## config.mk

```make
export PLATFORM = sky130hd
export DESIGN_NAME = e203_ifu_flush_rsp
export DESIGN_NICKNAME = d
export VERILOG_FILES = /design/src/rtl/e203_ifu_flush_rsp_pkg.sv /design/src/rtl/e203_ifu_flush_cnt.sv /design/src/rtl/e203_ifu_flush_rsp.sv
export SDC_FILE = /design/constraint.sdc
export NUM_CORES = 1
export LEC_CHECK = 0
export ABC_AREA = 0
export BUFFER_PORTS_ARGS = -buffer_cell sky130_fd_sc_hd__buf_2
export CAP_MARGIN = 15
export CORE_UTILIZATION = 30
export CTS_CLUSTER_DIAMETER = 80
export DETAILED_ROUTE_END_ITERATION = 8
export PLACE_DENSITY = 0.52
export SYNTH_ARGS = -nofsm -noshare
export SYNTH_HDL_FRONTEND = slang
export SYNTH_SLANG_ARGS = --single-unit
export TNS_END_PERCENT = 1
```

## constraint.sdc

```tcl
create_clock -name clk -period 3 [get_ports clk]
set_input_delay 0.15 -clock clk [delete_from_list [all_inputs] [get_ports clk]]
set_output_delay 0.15 -clock clk [all_outputs]
set_load 0.05 [all_outputs]
```

## src/rtl/e203_ifu_flush_rsp_pkg.sv

```systemverilog
// Shared definitions for the IFU flush responder: default widths and FSM state encoding.
package e203_ifu_flush_rsp_pkg;

  localparam int PC_SIZE_DEF = 32;
  localparam int OUTS_W_DEF  = 2;

  typedef enum logic {
    IDLE = 1'b0,
    HOLD = 1'b1
  } flush_state_e;

endpackage

```

## src/rtl/e203_ifu_flush_cnt.sv

```systemverilog
// Up/down counter with parallel load; overflow and underflow are flagged by assertions.
module e203_ifu_flush_cnt #(
  parameter int W = 2
) (
  input  logic         clk,
  input  logic         rst,
  input  logic         load_i,
  input  logic [W-1:0] load_val_i,
  input  logic         inc_i,
  input  logic         dec_i,
  output logic [W-1:0] cnt_o
);

  logic [W-1:0] cnt_q;
  logic [W-1:0] cnt_d;

  // Load wins over inc/dec, so a reload never double counts the same-cycle events.
  assign cnt_d = load_i ? load_val_i : cnt_q + W'(inc_i) - W'(dec_i);

  // NOTE: sequential state uses non-blocking assignments so every flop samples pre-edge values.
  always_ff @(posedge clk or posedge rst) begin
    if (rst) cnt_q <= '0;
    else     cnt_q <= cnt_d;
  end

  assign cnt_o = cnt_q;

  cnt_no_overflow: assert property (@(posedge clk) disable iff (rst)
    (!load_i && inc_i && !dec_i) |-> (cnt_q != '1));

  cnt_no_underflow: assert property (@(posedge clk) disable iff (rst)
    (!load_i && dec_i && !inc_i) |-> (cnt_q != '0));

endmodule

```

## src/rtl/e203_ifu_flush_rsp.sv

```systemverilog
// IFU responder for commit flushes: acks the flush, registers the redirect PC and
// swallows fetch responses that belong to instructions fetched before the flush.
module e203_ifu_flush_rsp
  import e203_ifu_flush_rsp_pkg::*;
#(
  parameter int PC_SIZE      = PC_SIZE_DEF,
  parameter int OUTS_W       = OUTS_W_DEF,
  parameter int TIMING_BOOST = 0
) (
  input  logic               clk,
  input  logic               rst,
  input  logic               flush_req,
  input  logic [PC_SIZE-1:0] flush_add_op1,
  input  logic [PC_SIZE-1:0] flush_add_op2,
  input  logic [PC_SIZE-1:0] flush_pc,
  output logic               flush_ack,
  input  logic               ifu_req_valid,
  input  logic               ifu_req_ready,
  input  logic               mem_rsp_valid,
  output logic               mem_rsp_ready,
  output logic               ifu_rsp_valid,
  input  logic               ifu_rsp_ready,
  output logic               redirect_valid,
  output logic [PC_SIZE-1:0] redirect_pc,
  input  logic               redirect_ready,
  output logic               flush_busy
);

  logic               req_hsk;
  logic               rsp_hsk;
  logic               drop;
  logic [OUTS_W-1:0]  out_cnt;
  logic [OUTS_W-1:0]  out_cnt_nxt;
  logic [OUTS_W-1:0]  drain_cnt;
  logic [PC_SIZE-1:0] flush_target;
  logic [PC_SIZE-1:0] redirect_pc_q;
  flush_state_e       state_q;

  assign req_hsk = ifu_req_valid & ifu_req_ready;

  // A request stalled mid-handshake would be lost from the drain count, so hold off the ack.
  assign flush_ack = flush_req & ~(ifu_req_valid & ~ifu_req_ready);

  assign drop          = (drain_cnt != '0) | flush_ack;
  assign mem_rsp_ready = drop | ifu_rsp_ready;
  assign rsp_hsk       = mem_rsp_valid & mem_rsp_ready;
  assign ifu_rsp_valid = mem_rsp_valid & ~drop;

  assign out_cnt_nxt  = out_cnt + OUTS_W'(req_hsk) - OUTS_W'(rsp_hsk);
  assign flush_target = (TIMING_BOOST != 0) ? flush_pc : flush_add_op1 + flush_add_op2;

  e203_ifu_flush_cnt #(.W(OUTS_W)) u_out_cnt (
    .clk        (clk),
    .rst        (rst),
    .load_i     (1'b0),
    .load_val_i ('0),
    .inc_i      (req_hsk),
    .dec_i      (rsp_hsk),
    .cnt_o      (out_cnt)
  );

  // Each ack reloads from everything in flight, subsuming any older drain.
  e203_ifu_flush_cnt #(.W(OUTS_W)) u_drain_cnt (
    .clk        (clk),
    .rst        (rst),
    .load_i     (flush_ack),
    .load_val_i (out_cnt_nxt),
    .inc_i      (req_hsk & (state_q == HOLD)),
    .dec_i      (rsp_hsk & drop),
    .cnt_o      (drain_cnt)
  );

  always_ff @(posedge clk or posedge rst) begin
    if (rst) begin
      state_q       <= IDLE;
      redirect_pc_q <= '0;
    end else if (flush_ack) begin
      state_q       <= HOLD;
      redirect_pc_q <= flush_target;
    end else if ((state_q == HOLD) && redirect_ready) begin
      state_q       <= IDLE;
    end
  end

  assign redirect_valid = (state_q == HOLD);
  assign redirect_pc    = redirect_pc_q;
  assign flush_busy     = (state_q == HOLD) | (drain_cnt != '0);

endmodule

```

---- After elaboration in Yosys (flattened, before gate mapping) ----
Index checks and enable logic that the tools add are counted.
storage, ports and cells
  register bits after elaboration ......... 37
  input bits .............................. 104
  output and inout port bits .............. 37
  word-level logic and storage cells ...... 28
operators by class
  $add $sub $neg .......................... 5
  mux-type cells .......................... 3
  bitwise gates (word level) .............. 13
  reductions and logical operators ........ 3
operators with widths
  kind                 count
  $add A32 B32 Y32     1
  $and A1 B1 Y1        7
  $add A2 B1 Y2        2
  $reduce_bool A2 Y1   2
  $sub A2 B1 Y2        2
  $not A1 Y1           3
  $or A1 B1 Y1         3
  $mux W1              2
  $mux W2              1
  $logic_and A1 B1 Y1  1

---- Logic depth before layout (Yosys ltp) ----
Gate-level depths: netlist of the first run.
  word-level depth ........................ 10
  depth in mapped cells ................... 13
  mapped depth without buffers ............ 13

---- By module ----
Synthesis of the first run repeated with hierarchy kept, for this count alone.
unflattened totals
  cell total of the unflattened synthesis .. 393
  area total of the unflattened synthesis .. 3,352.0 um^2
modules (own cells, without submodules)
  module              times used  cells each  area an instance (um^2)  sequential area each (um^2)
  e203_ifu_flush_rsp  1           371         3,094.2                  825.8
  e203_ifu_flush_cnt  2           11          128.9                    50.0

---- Worst setup path after synthesis of the first run ----
Ideal clock, no wire load.
  path type ............................... in2reg
  start point ............................. input ifu_req_valid
  end point ............................... register u_drain_cnt.cnt_q[1] (netlist: u_drain_cnt.cnt_o[1])
  library setup time ...................... 162 ps
  arrival ................................. 2,352 ps
  data required time ...................... 2,838 ps
  setup slack ............................. 486 ps
  stages on the path ...................... 13
  path buffers ............................ 0
  cell sequence ........................... inv_1 o21ai_0 inv_1 nor3_1 nand2b_1 and2_1 ha_1 inv_1 ha_1 xnor2_1 xnor2_1 nand2_1 o21ai_0
on the way
  elaborated cells on any way between the ends .. 14
  classes of those cells .................. add/sub (4); mux (1); bitwise (9)
RTL lines
  item                            line                      source
  from (decl)                     e203_ifu_flush_rsp.sv:17  input logic ifu_req_valid,
  $and A1 B1 Y1                   e203_ifu_flush_rsp.sv:42  assign flush_ack = flush_req & ~(ifu_req_valid & ~ifu_req_ready);
  $not A1 Y1                      e203_ifu_flush_rsp.sv:42
  $and A1 B1 Y1                   e203_ifu_flush_rsp.sv:42
  $or A1 B1 Y1                    e203_ifu_flush_rsp.sv:44  assign drop = (drain_cnt != '0) | flush_ack;
  $or A1 B1 Y1                    e203_ifu_flush_rsp.sv:45  assign mem_rsp_ready = drop | ifu_rsp_ready;
  named net mem_rsp_ready         e203_ifu_flush_rsp.sv:20  output logic mem_rsp_ready,
  $and A1 B1 Y1                   e203_ifu_flush_rsp.sv:46  assign rsp_hsk = mem_rsp_valid & mem_rsp_ready;
  $sub A2 B1 Y2                   e203_ifu_flush_rsp.sv:49  assign out_cnt_nxt = out_cnt + OUTS_W'(req_hsk) - OUTS_W'(rsp_hsk);
  named net out_cnt_nxt[1]        e203_ifu_flush_rsp.sv:33  logic [OUTS_W-1:0] out_cnt_nxt;
  $mux W2                         e203_ifu_flush_cnt.sv:18  assign cnt_d = load_i ? load_val_i : cnt_q + W'(inc_i) - W'(dec_i);
  named net u_drain_cnt.cnt_d[1]  e203_ifu_flush_cnt.sv:15  logic [W-1:0] cnt_d;
  to (signal assigned)            e203_ifu_flush_cnt.sv:23  else cnt_q <= cnt_d;
  to (decl)                       e203_ifu_flush_cnt.sv:14  logic [W-1:0] cnt_q;
The timed path passes the listed nets, and every way through them passes these cells.
A chain may end at the register's enable or synchronous reset.

---- Final worst setup path of the first run ----
  start point ............................. input flush_add_op1[0]
  end point ............................... register redirect_pc_q[24] (netlist: redirect_pc[24])
on the way
  word-level cells in the longest chain between the ends .. 1
RTL lines
  item                  line                      source
  from (decl)           e203_ifu_flush_rsp.sv:13  input logic [PC_SIZE-1:0] flush_add_op1,
  $add A32 B32 Y32      e203_ifu_flush_rsp.sv:50  assign flush_target = (TIMING_BOOST != 0) ? flush_pc : flush_add_op1 + flush_add_op2;
  to (signal assigned)  e203_ifu_flush_rsp.sv:79  redirect_pc_q <= flush_target;
  to (decl)             e203_ifu_flush_rsp.sv:36  logic [PC_SIZE-1:0] redirect_pc_q;
No other way between the ends.

==> reports/qor_table.md, run 1 <==
| Step | Metric | Reported |
|---|---|---|
| run status | Run status | finished clean |
| setup path | Cell depth of the worst flop-to-flop path | 10 |
| timing | Time the worst path needs with I/O delays and setup | 2.50 ns |
| power and ir drop | Worst VDD drop | 0.210 mV |
| detailed routing | DRC errors left | 0 |
| detailed routing | Average detailed-routed wire length per instance | 13.9 um |
| cts | Clock-pin slew reported for the worst setup and hold paths after clock tree synthesis | 0.08 ns |
| place | Placed inst area | 3890 um2 |
| timing | Clock tree skew after final layout | 0.000286 ns |
| place | Number of port buffers | 108 |
| power and ir drop | Static Leak | 1.96 nW |
| timing | Pins Over Slew Limit | 0 |
| power and ir drop | Sw Ratio | 0.471 |
| timing | Transition time of the tightest slew-check pin | 0.602 ns |
| setup path | Reg-to-reg endpoint | u_drain_cnt.cnt_o[1]$_DFF_PP0_ |
| power and ir drop | Internal power | 1.17 mW |
| detailed routing | Routed Antenna Nets | 0 |
| setup path | Required @ worst endpoint | 3.15 ns |
| cts | Setup Buffers After CTS | 0 |
| cts | CTS Sinks | 37 |
| cts | TritonCTS buffer count | 5 |
| min path | Worst Hold Path Cells | 2 |
| final layout | Area added between synthesis and finish | 22.1% |
| flow run | Number of maximum-capacitance constraint violations | 0 |
| final layout | Post-route cell area | 3990 um2 |
| logic synthesis | Top cells by count, synth | sky130_fd_sc_hd__nand2_1 (56), sky130_fd_sc_hd__o21ai_0 (43), sky130_fd_sc_hd__dfrtp_1 (37) |
| min path | Worst hold path type | input port to register |
| power and ir drop | Clock network power share | 0.166 |
| logic synthesis | Yosys warnings | 0 |
| logic synthesis | Number of distinct library cell variants in the gate-level netlist after synthesis | 57 |
| global routing | Global-route usage over all layers | 0.155 |
| power and ir drop | Net Sw Power | 1.04 mW |
| logic synthesis | Flip-flop cell with the highest count after synthesis | sky130_fd_sc_hd__dfrtp_1 |
| cts | Clock tree from TritonCTS | yes |
| timing | Final number of hold-violating endpoints | 0 |
| global routing | Initial antenna violation count | 0 |
| floorplanning | Number of rows in the core area | 37 |
| timing | Fmax | 400 MHz |
| timing | Total negative setup slack | 0 ns |
| logic synthesis | Count of mapped cells out of synthesis | 389 |
| floorplanning | Core Area | 10500 um2 |
| timing | Worst max-slew margin expressed relative to the limit | 0.598 |
| logic synthesis | Leading area contributor after synthesis | sky130_fd_sc_hd__dfrtp_1 |
| timing | RSZ-0062 raised after global routing | no |
| logic synthesis | Async set-or-reset flop fraction in the synthesized netlist | 1.00 |
| setup path | Critical path start-end classification | input port to register |
| setup path | Worst path arrival time | 2.65 ns |
| floorplanning | Horizontal extent of the die | 106 um |
| logic synthesis | Most common cell in the netlist | sky130_fd_sc_hd__nand2_1 |
| cts | Insertion delay of the later-clocked pin in the worst-skew pair | 0.29 ns |
| global routing | GR Overflow Total | 0 |
| floorplanning | Y dimension of the die | 106 um |
| logic synthesis | Count of flip-flops with a built-in enable after synthesis | 0 |
| detailed routing | Drt pass-1 iters | 4 |
| setup path | Maximum net fanout on the critical path | 3 |
| power and ir drop | Register share of total power | 0.310 |
| detailed routing | Number of DRC markers after the initial detailed-route iteration | 143 |
| min path | Worst Hold Launch | redirect_ready |
| setup path | Crit path capture type | register |
| place | Minimum setup slack after placement | 0.259 ns |
| final layout | Antenna Diode Count | 0 |
| global routing | Maximum number of pins on one net before global-route repair | 67 |
| setup path | Minimum setup slack among reg-to-reg paths | 0.93 ns |
| cts | Post_cts resized | 0 |
| detailed routing | Vias post-DR | 3140 |
| detailed routing | DRT Wirelength | 8.71 mm |
| floorplanning | Total die area | 11300 um2 |
| floorplanning | Total I/O pin count | 141 |
| min path | End point of the most critical hold path | redirect_valid$_DFFE_PP0P_ |
| timing | Count of endpoints failing setup in the final report | 0 |
| power and ir drop | Ratio of total power to cell area | 554 nW/um2 |
| final layout | Fraction of layout instances using a drive strength above 1 | 0.267 |
| logic synthesis | Share of synthesized area occupied by flip-flops and latches | 0.283 |
| timing | Fin worst setup slack | 0.500 ns |
| floorplanning | Initial core utilization | 0.312 |
| logic synthesis | Mapped Area | 3270 um2 |
| cts | Cell at the root of the clock tree | sky130_fd_sc_hd__clkbuf_8 |
| global routing | Wire length of the first global-routing pass | 14.3 mm |
| logic synthesis | Seq cells post-synth | 37 |
| cts | H-tree levels | 2 |
| setup path | Startpoint types | input port |
| logic synthesis | Synth area leaders | sky130_fd_sc_hd__dfrtp_1 (28%), sky130_fd_sc_hd__ha_1 (13%), sky130_fd_sc_hd__o21ai_0 (6.6%), sky130_fd_sc_hd__nand2_1 (6.4%), sky130_fd_sc_hd__a21oi_1 (4.7%) |
| place | Final HPWL DP | 6.87 mm |
| timing | Period utilisation layout | 0.833 |
| final layout | Final net count | 630 |
| logic synthesis | Synthesized area per cell | 8.40 um2 |
| power and ir drop | Combinational share of power | 0.523 |
| detailed routing | Average via count per standard cell | 5.02 |
| place | Routability cong. | 0.816 |
| setup path | Start of the worst register-to-register path | u_drain_cnt.cnt_o[1]$_DFF_PP0_ |
| logic synthesis | Net Count, Synth | 529 |
| cts | Post-CTS Hold Buffers | 1 |
| global routing | Via count of the first global-routing pass | 3009 |
| cts | Number of buffers on the longest clock path | 2 |
| logic synthesis | Share of Yosys cell area claimed by the top area cell type | 0.283 |
-- state kept, by name (all words and copies together), names as in the netlist --
name               count
u_drain_cnt.cnt_o      2
u_out_cnt.cnt_o        2
redirect_pc           32
redirect_valid         1
-- layout make-up --
| type | count | area [um2] |
|---|---|---|
| clock buffers | 6 | 82.6 |
| clock inverters | 1 | 7.51 |
| fillers | 1145 | 6470 |
| inverters | 14 | 52.6 |
| multi-input cells | 318 | 2170 |
| flip-flops and latches | 37 | 926 |
| well taps | 136 | 170 |
| repair buffers | 114 | 588 |
-- cell families (layout without fill, tap and decap cells) --
kind of cell	Yosys count	count (layout)	share of synthesized area
compound gates	130	130	0.251
simple gates	122	122	0.187
flops	37	37	0.283
fa+ha+maj	36	36	0.140
buf+inv	34	135	0.0578
xor+xnor	29	29	0.0777
mux	1	1	0.00344
-- power by group through the flow --
stage | clock, mW | combinational [mW] | sequential [mW]
2_1_floorplan | 0 | 0.552 | 1.02
3_3_place_gp | 0 | 1.15 | 0.694
3_5_place_dp | 0 | 1.16 | 0.701
4_1_cts | 0.382 | 1.17 | 0.690
5_1_grt | 0.402 | 1.27 | 0.704
6_report | 0.368 | 1.16 | 0.687
-- critical path, cell delays in order --
cell	delay (ns)
sky130_fd_sc_hd__buf_2	0.10
sky130_fd_sc_hd__ha_1	0.22
sky130_fd_sc_hd__fa_1	0.41
sky130_fd_sc_hd__a21o_1	0.23
sky130_fd_sc_hd__a311o_1	0.37
sky130_fd_sc_hd__a41oi_1	0.38
sky130_fd_sc_hd__a21oi_1	0.13
sky130_fd_sc_hd__nor3_1	0.25
sky130_fd_sc_hd__buf_4	0.18
sky130_fd_sc_hd__xor2_1	0.14
sky130_fd_sc_hd__o21ai_0	0.09
-- how the worst max path moves through the flow --
stage	cells after the start	endpoint	slack, ns	startpoint
after floorplan	13	u_drain_cnt.cnt_o[1]$_DFF_PP0_	0.49	ifu_req_valid
after global placement	11	redirect_pc[24]$_DFFE_PP0P_	0.33	flush_add_op1[0]
after detailed placement	11	redirect_pc[24]$_DFFE_PP0P_	0.26	flush_add_op1[0]
after CTS	11	redirect_pc[24]$_DFFE_PP0P_	0.58	flush_add_op1[0]
after global routing	11	redirect_pc[24]$_DFFE_PP0P_	0.35	flush_add_op1[0]
final	11	redirect_pc[24]$_DFFE_PP0P_	0.50	flush_add_op1[0]
-- routing by layer --
layer | vias up | part of all wire | global-route usage
met5 | - | 0 | 0
met4 | 0 | 0.0079 | 0.0347
met3 | 6 | 0.056 | 0.0196
met2 | 95 | 0.45 | 0.257
met1 | 1426 | 0.49 | 0.214
li1 | 1613 | - | -
-- metrics by stage --
stage / hold WS (ns) / std cells / power, mW / utilization
floorplan: 0.246 / 389 / 1.57 / -
global placement: 0.303 / 618 / 1.85 / 0.372
detailed placement: 0.304 / 618 / 1.86 / 0.372
CTS: 0.0350 / 626 / 2.24 / 0.382
global route: 0.0389 / 626 / 2.38 / 0.382
finish: 0.0416 / 626 / 2.21 / 0.382
-- cell usage in the layout (no fill, tap or decap), types with 7 or more instances in the layout --
| cell | synthesis | routed |
|---|---|---|
| sky130_fd_sc_hd__a21o_1 | 16 | 16 |
| sky130_fd_sc_hd__a21oi_1 | 31 | 31 |
| sky130_fd_sc_hd__buf_2 | 0 | 108 |
| sky130_fd_sc_hd__dfrtp_1 | 37 | 37 |
| sky130_fd_sc_hd__ha_1 | 35 | 35 |
| sky130_fd_sc_hd__inv_1 | 14 | 14 |
| sky130_fd_sc_hd__nand2_1 | 56 | 56 |
| sky130_fd_sc_hd__nand4_1 | 10 | 10 |
| sky130_fd_sc_hd__nor2_1 | 13 | 13 |
| sky130_fd_sc_hd__nor3_1 | 7 | 7 |
| sky130_fd_sc_hd__o21ai_0 | 43 | 42 |
| sky130_fd_sc_hd__xnor2_1 | 17 | 17 |
| sky130_fd_sc_hd__xor2_1 | 12 | 12 |
Power figures use the tool's default switching activity.
==> run 2, diff against run 1 <==
==> constraint.sdc (replaced) <==
create_clock -name clk -period 2.6 [get_ports clk]
set_input_delay 0.13 -clock clk [delete_from_list [all_inputs] [get_ports clk]]
set_output_delay 0.13 -clock clk [all_outputs]
set_load 0.05 [all_outputs]
==> reports/qor_table.md, run 2 (same netlist as run 1, synthesis figures left out) <==
| Step | Metric | Reported |
|---|---|---|
| place | Placed inst area | 4010 um2 |
| setup path | Cell class contributing the biggest share of worst-path delay | compound AO/OA/AOI/OAI gates |
| place | Routability cong. | 0.835 |
| global routing | GR Overflow Total | 0 |
| setup path | Required @ worst endpoint | 2.75 ns |
| setup path | Crit path capture type | register |
| detailed routing | Vias post-DR | 3169 |
| detailed routing | Average detailed-routed wire length per instance | 13.6 um |
| timing | Worst max-slew margin expressed relative to the limit | 0.456 |
| final layout | Final net count | 644 |
| cts | Post_cts resized | 0 |
| final layout | Fin cells | 641 |
| setup path | Stage delay of the slowest cell on the critical path | 0.41 ns |
| power and ir drop | Ratio of total power to cell area | 630 nW/um2 |
| final layout | Flip-flop count of the largest register after layout | 32 |
| setup path | Standard cell with the maximum stage delay on the critical path | sky130_fd_sc_hd__fa_1 |
| timing | Time the worst path needs with I/O delays and setup | 2.31 ns |
| cts | Setup Buffers After CTS | 0 |
| flow run | Number of maximum-capacitance constraint violations | 0 |
| timing | RSZ-0062 raised after global routing | no |
| floorplanning | Core Area | 10500 um2 |
| detailed routing | Number of DRC markers after the initial detailed-route iteration | 149 |
| floorplanning | Number of rows in the core area | 37 |
| final layout | Fraction of layout instances using a drive strength above 1 | 0.291 |
| detailed routing | Average via count per standard cell | 4.94 |
| detailed routing | DRC errors left | 0 |
| setup path | Startpoint types | input port |
| final layout | Post-route cell area | 4100 um2 |
| power and ir drop | Worst VDD drop | 0.253 mV |
| timing | Fin worst setup slack | 0.288 ns |
| detailed routing | Drt pass-1 iters | 4 |
| global routing | Via count of the first global-routing pass | 3027 |
| setup path | Minimum setup slack among reg-to-reg paths | 0.54 ns |
| cts | Clock-pin slew reported for the worst setup and hold paths after clock tree synthesis | 0.08 ns |
| floorplanning | Horizontal extent of the die | 106 um |
| place | Minimum setup slack after placement | -0.0372 ns |
| run status | Run status | complete, but fails checks |
| setup path | Cell breakdown of the critical path | buf_2 > ha_1 > fa_1 > a21o_1 > a311o_1 > a41oi_1 > buf_4 > a21oi_1 > nor3_1 > buf_4 > xor2_1 > o21ai_0 |
| power and ir drop | Static Leak | 2.04 nW |
| detailed routing | DRT Wirelength | 8.71 mm |
| place | Final HPWL DP | 7.04 mm |
| floorplanning | Y dimension of the die | 106 um |
| final layout | Antenna Diode Count | 0 |
| final layout | Area added between synthesis and finish | 25.4% |
| cts | Cell at the root of the clock tree | sky130_fd_sc_hd__clkbuf_8 |
| cts | TritonCTS buffer count | 5 |
| final layout | Commonest cells after routing, fill and taps aside | sky130_fd_sc_hd__buf_2 (108), sky130_fd_sc_hd__nand2_1 (56), sky130_fd_sc_hd__o21ai_0 (42) |
| setup path | Critical path start-end classification | input port to register |
| cts | Post-CTS Hold Buffers | 0 |
| global routing | Wire length of the first global-routing pass | 14.5 mm |
| global routing | Initial antenna violation count | 0 |
| power and ir drop | Power consumption | 2.58 mW |
| floorplanning | Total I/O pin count | 141 |
| final layout | Leading cell type in the layout, fill and taps excluded | sky130_fd_sc_hd__buf_2 |
| global routing | Global-route usage over all layers | 0.158 |
| min path | Worst hold path type | input port to async pin |
| global routing | Maximum number of pins on one net before global-route repair | 67 |
| place | Placed cell count | 633 |
| cts | H-tree levels | 2 |
| floorplanning | Total die area | 11300 um2 |
| timing | Fmax | 433 MHz |
| timing | Period utilisation layout | 0.889 |
| timing | Count of endpoints failing setup in the final report | 0 |
| timing | Hold Worst Slack | -0.0101 ns |
| place | Number of port buffers | 108 |
| setup path | Buffer and inverter count on the worst path | 3 |
| run status | Violations in the final reports | hold timing |
| setup path | Most used cell, CP | sky130_fd_sc_hd__buf_4 |
| cts | Number of buffers on the longest clock path | 2 |
| timing | Final number of hold-violating endpoints | 13 |
| setup path | Worst path arrival time | 2.46 ns |
| detailed routing | Routed Antenna Nets | 0 |
| cts | Clock tree from TritonCTS | yes |
| cts | Insertion delay of the later-clocked pin in the worst-skew pair | 0.29 ns |
| timing | Clock tree skew after final layout | 0.000978 ns |
| cts | CTS Sinks | 37 |
| timing | Pins Over Slew Limit | 0 |
| setup path | Maximum net fanout on the critical path | 3 |
| floorplanning | Initial core utilization | 0.312 |
| timing | Transition time of the tightest slew-check pin | 0.815 ns |
## run 2: cell types whose count changed in the layout (fill, tap and decap cells not counted), sizes merged
cell and change:
buf +15, clkinv +2, clkinvlp -1, dlygate4sd3 -1
## run 2: final timing paths
check                                                     from                        endpoint  cells past startpoint
worst max-delay path                          flush_add_op1[0]     redirect_pc[24]$_DFFE_PP0P_                     12
worst min-delay path                                       rst     redirect_pc[23]$_DFFE_PP0P_                      2
worst max register to register  u_drain_cnt.cnt_o[1]$_DFF_PP0_  u_drain_cnt.cnt_o[1]$_DFF_PP0_                     10
worst min register to register     redirect_pc[25]$_DFFE_PP0P_     redirect_pc[25]$_DFFE_PP0P_                      2
max in group asynchronous                                  rst     redirect_pc[17]$_DFFE_PP0P_                      3
min in group clk                                redirect_ready      redirect_valid$_DFFE_PP0P_                      2
## run 2: per-stage QoR
stage / setup TNS [ns] / utilization
final: 0 / 0.392
after global routing: 0 / 0.392
after CTS: 0 / 0.392
after detailed placement: -0.0372 / 0.383
after global placement: -0.00786 / 0.383
after floorplan: 0 / -
## run 2: layer usage
metal	global-route usage	vias to the layer above	wire, um
met3	0.0196	6	408
met5	0	-	0
met4	0.0268	0	55
li1	-	1641	-
met2	0.257	87	3890
met1	0.225	1435	4350
## run 2: power breakdown
group          internal [mW]  switching (mW)  total (mW)
sequential             0.716          0.0753       0.791
clock                  0.215           0.215       0.430
combinational          0.447           0.917        1.36
## run 2: layout make-up
type                            count  area, um2
Clock buffer                        6       82.6
Clock inverter                      2       13.8
Fill cell                        1117       6360
Inverter                           14       52.6
Multi-Input combinational cell    318       2170
Sequential cell                    37        926
Tap cell                          136        170
Timing Repair Buffer              128        691
==> run 3, diff against run 2 <==
--- a/config.mk
+++ b/config.mk
@@ -6,12 +6,12 @@
 export NUM_CORES = 1
 export LEC_CHECK = 0
 export ABC_AREA = 0
-export BUFFER_PORTS_ARGS = -buffer_cell sky130_fd_sc_hd__buf_2
 export CAP_MARGIN = 15
 export CORE_UTILIZATION = 30
 export CTS_CLUSTER_DIAMETER = 80
 export DETAILED_ROUTE_END_ITERATION = 8
-export PLACE_DENSITY = 0.52
+export DONT_BUFFER_PORTS = 1
+export PLACE_DENSITY = 0.41
 export SYNTH_ARGS = -nofsm -noshare
 export SYNTH_HDL_FRONTEND = slang
 export SYNTH_SLANG_ARGS = --single-unit
==> reports/qor_table.md, run 3 (same netlist as run 1, synthesis figures left out) <==
| Step | Metric | Reported |
|---|---|---|
| power and ir drop | Worst VDD drop | 0.246 mV |
| setup path | Critical path start-end classification | input port to register |
| timing | RSZ-0062 raised after global routing | no |
| setup path | Required @ worst endpoint | 2.77 ns |
| power and ir drop | Static Leak | 1.61 nW |
| global routing | Highest-utilization routing layer at the global route stage | met2 |
| power and ir drop | Ratio of total power to cell area | 710 nW/um2 |
| floorplanning | Initial core utilization | 0.312 |
| flow run | Number of maximum-capacitance constraint violations | 0 |
| detailed routing | Average via count per standard cell | 5.27 |
| cts | Clock-pin slew reported for the worst setup and hold paths after clock tree synthesis | 0.09 ns |
| global routing | Met3 usage | 0.0227 |
| global routing | Via count of the first global-routing pass | 2830 |
| detailed routing | Average detailed-routed wire length per instance | 16.8 um |
| place | Final HPWL DP | 6.98 mm |
| floorplanning | Y dimension of the die | 106 um |
| global routing | GR Overflow Total | 0 |
| global routing | Initial antenna violation count | 0 |
| timing | Worst max-slew margin expressed relative to the limit | 0.590 |
| detailed routing | DRT Wirelength | 8.96 mm |
| cts | Cell at the root of the clock tree | sky130_fd_sc_hd__clkbuf_8 |
| floorplanning | Total I/O pin count | 141 |
| floorplanning | Total die area | 11300 um2 |
| cts | Insertion delay of the later-clocked pin in the worst-skew pair | 0.30 ns |
| final layout | Fraction of layout instances using a drive strength above 1 | 0.0955 |
| timing | Hold Worst Slack | 0.0406 ns |
| final layout | Flip-flop count of the largest register after layout | 32 |
| global routing | Wire length of the first global-routing pass | 14.4 mm |
| floorplanning | Number of rows in the core area | 37 |
| cts | Setup Buffers After CTS | 0 |
| place | Minimum setup slack after placement | 0.0283 ns |
| timing | Transition time of the tightest slew-check pin | 0.615 ns |
| timing | Count of endpoints failing setup in the final report | 0 |
| final layout | Antenna Diode Count | 0 |
| place | Routability cong. | 0.790 |
| global routing | Met2 GRT Util | 0.268 |
| final layout | Fillers | 1134 |
| final layout | Leading cell type in the layout, fill and taps excluded | sky130_fd_sc_hd__nand2_1 |
| cts | H-tree levels | 2 |
| global routing | Maximum number of pins on one net before global-route repair | 67 |
| detailed routing | Number of DRC markers after the initial detailed-route iteration | 149 |
| run status | Run status | finished clean |
| detailed routing | Vias post-DR | 2812 |
| floorplanning | Horizontal extent of the die | 106 um |
| final layout | Final net count | 537 |
| min path | Worst hold path type | input port to register |
| timing | Pins Over Slew Limit | 0 |
| place | Number of port buffers | 0 |
| timing | Clock tree skew after final layout | 0.00402 ns |
| setup path | Worst path arrival time | 2.39 ns |
| cts | Number of buffers on the longest clock path | 2 |
| cts | CTS Sinks | 37 |
| setup path | Maximum net fanout on the critical path | 4 |
| cts | Post_cts resized | 0 |
| timing | Fmax | 451 MHz |
| detailed routing | Drt pass-1 iters | 4 |
| timing | Fin worst setup slack | 0.384 ns |
| final layout | Area added between synthesis and finish | 10.0% |
| floorplanning | Core Area | 10500 um2 |
| setup path | Startpoint types | input port |
| timing | Time the worst path needs with I/O delays and setup | 2.22 ns |
| cts | TritonCTS buffer count | 5 |
| timing | Final number of hold-violating endpoints | 0 |
| cts | Clock tree from TritonCTS | yes |
| detailed routing | DRC errors left | 0 |
| setup path | Crit path capture type | register |
| detailed routing | Routed Antenna Nets | 0 |
| global routing | Fraction of met1 tracks used by global routing | 0.218 |
| global routing | Global-route usage over all layers | 0.163 |
| final layout | Commonest cells after routing, fill and taps aside | sky130_fd_sc_hd__nand2_1 (56), sky130_fd_sc_hd__o21ai_0 (42), sky130_fd_sc_hd__dfrtp_1 (37) |
| cts | Post-CTS Hold Buffers | 2 |
| timing | Period utilisation layout | 0.852 |
run 3: area by class of cell:
class	count	area, um2	share of cell area
clock inverter	2	37.5	0.0104
clock buffer	6	82.6	0.0230
multi-input combinational	318	2170	0.602
sequential	37	926	0.257
inverter	14	52.6	0.0146
tap	136	170	0.0473
timing repair buffer	21	163	0.0452
run 3: per-layer routing:
layer  wire length [um]  vias to the layer above
met5                  0                        -
met4                115                        0
met3                431                        7
met2               4180                       83
met1               4230                     1298
li1                   -                     1424
run 3: power breakdown:
part,switching [mW],internal [mW],leakage (nW)
Clock,0.240,0.312,0.0574
Combinational,0.461,0.336,1.10
Sequential,0.498,0.708,0.450
run 3: final timing paths:
check / start / cells after the start / to / slack [ns]
setup / recovery: flush_add_op1[0] / 11 / redirect_pc[26]$_DFFE_PP0P_ / 0.38
hold / removal: flush_add_op2[0] / 3 / redirect_pc[0]$_DFFE_PP0P_ / 0.04
setup reg to reg: u_drain_cnt.cnt_o[1]$_DFF_PP0_ / 10 / u_drain_cnt.cnt_o[1]$_DFF_PP0_ / 0.53
hold reg to reg: u_out_cnt.cnt_o[1]$_DFF_PP0_ / 2 / u_out_cnt.cnt_o[1]$_DFF_PP0_ / 0.61
max in group asynchronous: rst / 3 / redirect_pc[11]$_DFFE_PP0P_ / 1.85
min in group asynchronous: rst / 3 / u_drain_cnt.cnt_o[1]$_DFF_PP0_ / 0.39
run 3: worst max-delay path, cell delays in order:
cell	delay (ns)
sky130_fd_sc_hd__ha_1	0.20
sky130_fd_sc_hd__fa_1	0.41
sky130_fd_sc_hd__a21o_1	0.23
sky130_fd_sc_hd__a221oi_1	0.30
sky130_fd_sc_hd__buf_4	0.19
sky130_fd_sc_hd__and2_1	0.14
sky130_fd_sc_hd__o21ai_0	0.19
sky130_fd_sc_hd__a21oi_1	0.19
sky130_fd_sc_hd__buf_4	0.15
sky130_fd_sc_hd__xor2_1	0.16
sky130_fd_sc_hd__o21ai_0	0.09
run 3: metrics by stage:
stage	TNS, ns	cell area, um2	std cells	util	total power [mW]
after CTS	0	3600	534	0.344	2.60
final	0	3600	534	0.344	2.56
after global routing	0	3600	534	0.344	2.74
after floorplan	0	3270	389	-	1.82
after global placement	-0.0297	3460	524	0.330	2.01
after detailed placement	0	3460	524	0.330	2.03
